## config.mk

```make
export PLATFORM = sky130hd
export DESIGN_NAME = register_bank
export DESIGN_NICKNAME = d
export VERILOG_FILES = /design/src/rtl/register_bank_pkg.sv /design/src/rtl/register_bank.sv
export SDC_FILE = /design/constraint.sdc
export NUM_CORES = 2
export LEC_CHECK = 0
export CORE_ASPECT_RATIO = 0.5
export CORE_UTILIZATION = 65
export CTS_BUF_LIST = sky130_fd_sc_hd__clkbuf_8
export CTS_CLUSTER_SIZE = 14
export DETAILED_ROUTE_END_ITERATION = 10
export GPL_TIMING_DRIVEN = 0
export HOLD_SLACK_MARGIN = 0.02
export PLACE_DENSITY = 0.83
export SETUP_SLACK_MARGIN = 0.05
export SYNTH_ARGS = -nofsm -noshare
export SYNTH_HDL_FRONTEND = slang
export SYNTH_SLANG_ARGS = --single-unit
```

## constraint.sdc

```tcl
create_clock -name clk -period 58.6 [get_ports clk]
set_clock_uncertainty 0.1 [all_clocks]
set_input_delay 17.58 -clock clk [delete_from_list [all_inputs] [get_ports clk]]
set_output_delay 17.58 -clock clk [all_outputs]
set_load 0.005 [all_outputs]
```

## src/rtl/register_bank_pkg.sv

```systemverilog
// register_bank_pkg
//   Shared constants for the register file and the logic that feeds it:
//   architectural register indices, the stack-pointer reset value, and the
//   register-destination select encodings used by the dest mux and control.
package register_bank_pkg;

  localparam int          REG_ZERO = 0;
  localparam int          REG_SP   = 29;
  localparam int          REG_RA   = 31;
  localparam logic [31:0] SP_RESET = 32'd227;

  // Register-destination mux select
  typedef enum logic [2:0] {
    RDEST_RT = 3'd0,
    RDEST_RD = 3'd1,
    RDEST_RA = 3'd2,
    RDEST_SP = 3'd3,
    RDEST_RS = 3'd4
  } reg_dest_e;

endpackage

```

## src/rtl/register_bank.sv

```systemverilog
// register_bank
//   2**ADDR_W x DATA_W general-purpose register file with two combinational
//   read ports and one clocked write port. Register 0 is hard-wired to zero.
//   Reset clears every register except the stack pointer, which loads SP_RESET.
//
// Ports
//   clk       : clock, writes on rising edge
//   reset     : asynchronous active-high reset
//   RegWrite  : write enable
//   ReadReg1  : read port A index      -> ReadData1
//   ReadReg2  : read port B index      -> ReadData2
//   WriteReg  : write index
//   WriteData : write data
module register_bank
  import register_bank_pkg::*;
#(
  parameter int                DATA_W   = 32,
  parameter int                ADDR_W   = 5,
  parameter logic [DATA_W-1:0] SP_RESET = DATA_W'(register_bank_pkg::SP_RESET)
) (
  input  logic              clk,
  input  logic              reset,
  input  logic              RegWrite,
  input  logic [ADDR_W-1:0] ReadReg1,
  input  logic [ADDR_W-1:0] ReadReg2,
  input  logic [ADDR_W-1:0] WriteReg,
  input  logic [DATA_W-1:0] WriteData,
  output logic [DATA_W-1:0] ReadData1,
  output logic [DATA_W-1:0] ReadData2
);

  localparam int NREGS = 2**ADDR_W;

  logic [DATA_W-1:0] r_regs [NREGS];
  logic              w_wr_en;

  // Writes to register 0 are dropped so it always holds its reset value of 0.
  assign w_wr_en = RegWrite && (WriteReg != ADDR_W'(REG_ZERO));

  always_ff @(posedge clk or posedge reset) begin
    if (reset) begin
      for (int i = 0; i < NREGS; i++)
        r_regs[i] <= (i == REG_SP) ? SP_RESET : '0;
    end else if (w_wr_en) begin
      r_regs[WriteReg] <= WriteData;
    end
  end

  // No write-to-read bypass: a same-cycle write is visible only after the edge.
  assign ReadData1 = (ReadReg1 == ADDR_W'(REG_ZERO)) ? '0 : r_regs[ReadReg1];
  assign ReadData2 = (ReadReg2 == ADDR_W'(REG_ZERO)) ? '0 : r_regs[ReadReg2];

endmodule

```

==> out/qor.csv <==
stage;metric;value;unit
outcome;outcome;complete, but fails checks;
outcome;violated checks;capacitance limit, slew limit;
routing;Routed WL per cell;42.79;um
routing;Vias;41525;
grt;GRT Resource Usage Total;52.45;%
clocking;CTS root buf;clkbuf_8;
floorplanning;full die area;85380;um^2
grt;met3 GRT Util;39.76;%
routing;DRT iter0 DRCs;7753;
sta;min Tclk post-route;40.99;ns
final_layout;Filler cells;5182;
power;pwr/cell area;33.86;nW/um^2
routing;drt pass-1 iters;7;
place;port bufs;108;
setup_path;CP arrival;23.31;ns
final_layout;Seq. cell area;25630;um^2
grt;first-pass GRT wire length;305900;um
setup_path;crit-path max cell delay;1.19;ns
floorplanning;Core Area;82500;um^2
grt;grt total ovfl;0;
synth;Post-Synth XOR/XNOR Area;0;%
setup_path;cells along the critical path;clkdlybuf4s50_1 > buf_2 > buf_1 > clkbuf_1 > a211oi_1 > nor4_1 > clkdlybuf4s50_1;
synth;Yosys warning count;0;
run;Max Cap Violations;20;
sta;final slew viol count;122;
place;Final GP Congestion;1.077;
final_layout;most common cell after layout, fill and taps aside;mux2_2;
final_layout;Final #Nets;4010;
synth;largest family of logic cells by synthesized area;multiplexers;
floorplanning;row cnt;74;
grt;busiest grt layer;met1;
final_layout;leading cell types in the layout, fill and taps excluded;1036 x mux2_2, 1019 x dfrtp_1, 396 x mux4_2, 269 x mux2i_1, 230 x clkbuf_1;
synth;Post-synth EDFFs;0;
setup_path;Critical Path Source Type;primary input;
clocking;Post-CTS Hold Fix Bufs;0;
final_layout;number of flip-flops in the largest register;1024;
grt;largest net degree at the start of global routing;137;
synth;Synth Area in Simple Gates;2.006;%
clocking;Worst-Skew Late Latency;0.87;ns
clocking;# clock sinks;1024;
final_layout;share of post-route cells with drive strength above 1;44.94;%
grt;initial antenna violation count;25;
setup_path;Crit Path Max Fanout;10;
setup_path;Reg-to-Reg Start;r_regs[982];
synth;post-synth cell types;48;
synth;share of the synthesized area in the top cell type;46.62;%
setup_path;Critical Path End Type;output port;
synth;register area share after synthesis;46.86;%
setup_path;slowest CP cell;buf_1;
sta;worst slew pin tran;2.021;ns
final_layout;Largest regs;r_regs (1024);
sta;RSZ-0062 raised after global routing;no;
clocking;Post-CTS Resized;0;
setup_path;FF-to-FF End;r_regs[982];
synth;ys async rst share;100.0;%
setup_path;worst reg2reg setup slack;57.66;ns
synth;Post-Synth Adder-Cell Area;0;%
sta;fin crit share;69.94;%
synth;mux share of post-synthesis cell area;42.70;%
final_layout;Core Util, Final;73.46;%
setup_path;Worst R2R Path Depth;1;
clocking;CTS Buf Count;149;
grt;vias in the first global route;40467;
sta;# setup viols final;0;
grt;GRT met1 Usage;64.99;%
synth;Syn Area/Cell;14.85;um^2
clocking;CTS H-Tree Depth;4;
routing;# DRC;0;
synth;Mapped Cells;3683;
final_layout;Multi-input gate area;26960;um^2
routing;Final ANT Viol Nets;0;
clocking;clock buffer depth;3;
setup_path;worst path buffer plus inverter count;5;
min_path;Hold Startpoint;r_regs[1009];
final_layout;area delta synth->final;10.79;%
floorplanning;chip width;412.2;um
setup_path;CP delay by family, top;buffers and inverters;
grt;met2 usage;63.87;%
power;P_leak;26.54;nW
synth;cell type with the largest total area after synthesis;dfrtp_1;
clocking;Setup Fix Bufs, Post-CTS;0;
clocking;TritonCTS clock tree;yes;
final_layout;register name with the most flops;r_regs;
min_path;Hold Path End;r_regs[1009];
synth;Synth area leaders;dfrtp_1 47%, mux2_2 21%, mux4_2 16%;
synth;Synth Cell Area;54700;um^2
floorplanning;I/O pin cnt;114;
synth;post-synthesis register bit count;1024;
floorplanning;Die H;207.1;um
power;Max VDD drop;0.00002655;V
routing;Via-to-Cell Ratio;8.004;
setup_path;CP required;40.92;ns
synth;Synth Area in Compound Gates;4.454;%
synth;Top FF cell, synth;dfrtp_1;
setup_path;Worst path most repeated cell;clkdlybuf4s50_1;
sta;Hold Vio Cnt, Final;0;
clocking;CTS clk-pin slew, worst paths;0.07;ns
sta;Fin Setup TNS;0;ns
setup_path;WS Path Type;primary input to output port;
place;Post-DP HPWL;151700;um
sta;achievable clock frequency;24.40;MHz
min_path;hold depth;1;
sta;max_slew headroom;-35.13;%
floorplanning;starting density of the core;66.30;%
routing;total wire length;222000;um
synth;syn nets;3733;
min_path;Hold Path Class;flip-flop to flip-flop;
## how the worst max path moves through the flow
stage / start / to / slack, ns / depth (start not counted)
floorplan: reset / r_regs[0] / 12.11 / 1
global placement: reset / r_regs[742] / 1.75 / 2
detailed placement: ReadReg2[0] / ReadData2[0] / 18.41 / 7
CTS: ReadReg2[0] / ReadData2[0] / 18.39 / 7
global route: ReadReg2[0] / ReadData2[23] / 18.09 / 7
finish: ReadReg2[0] / ReadData2[0] / 17.61 / 7
## through the flow
step                      total power, mW  setup slack, ns  cells  instance area, um^2  hold WS, ns
after floorplan                     1.246            12.11   3683                54700       0.3413
after global routing                2.089            18.09   5177                60570       0.4054
after global placement              1.391            1.752   4893                57160       0.3564
final                               2.052            17.61   5188                60600       0.3857
after detailed placement            1.417            18.41   4908                57460       0.3669
after CTS                           2.001            18.39   5171                60490       0.3820
## power by group
group / internal (mW) / switching (mW)
Combinational: 0.259 / 0.231
Clock: 0.307 / 0.301
Sequential: 0.842 / 0.111
## logic make-up after synthesis
group	after synthesis
AOI/OAI and AO/OA	325
and+or+nand+nor	202
buffers and inverters	428
muxes	1704
DFF	1024
## final cells by class
class | count | share of cell area [%]
well taps | 1102 | 2.275
repair buffers | 126 | 2.271
diodes | 14 | 0.05781
multi-input cells | 2231 | 44.49
clock inverters | 63 | 0.4604
inverters | 3 | 0.03097
plain buffers | 425 | 3.576
flip-flops and latches | 1024 | 42.30
clock buffers | 200 | 4.542
## cell usage after synthesis (21+ instances only)
library cell and instances:
buf_4 40, a22oi_1 76, a21oi_1 42, o221ai_1 22, mux2_2 1036, nand2_1 39
mux4_2 396, nor3_1 35, buf_1 49, mux2i_1 269, buf_2 69, a22o_1 43
a2111oi_0 30, o22ai_1 41, buf_6 21, nor2b_1 40, clkbuf_1 231, a211oi_1 37
dfrtp_1 1019, nor2_1 21
## metal layers
| layer | routed length, um | vias to the layer above |
|---|---|---|
| li1 | - | 14807 |
| met1 | 75220 | 21200 |
| met2 | 83370 | 4394 |
| met3 | 47260 | 1096 |
| met4 | 14910 | 28 |
| met5 | 1253 | - |
Power figures use the tool's default switching activity.
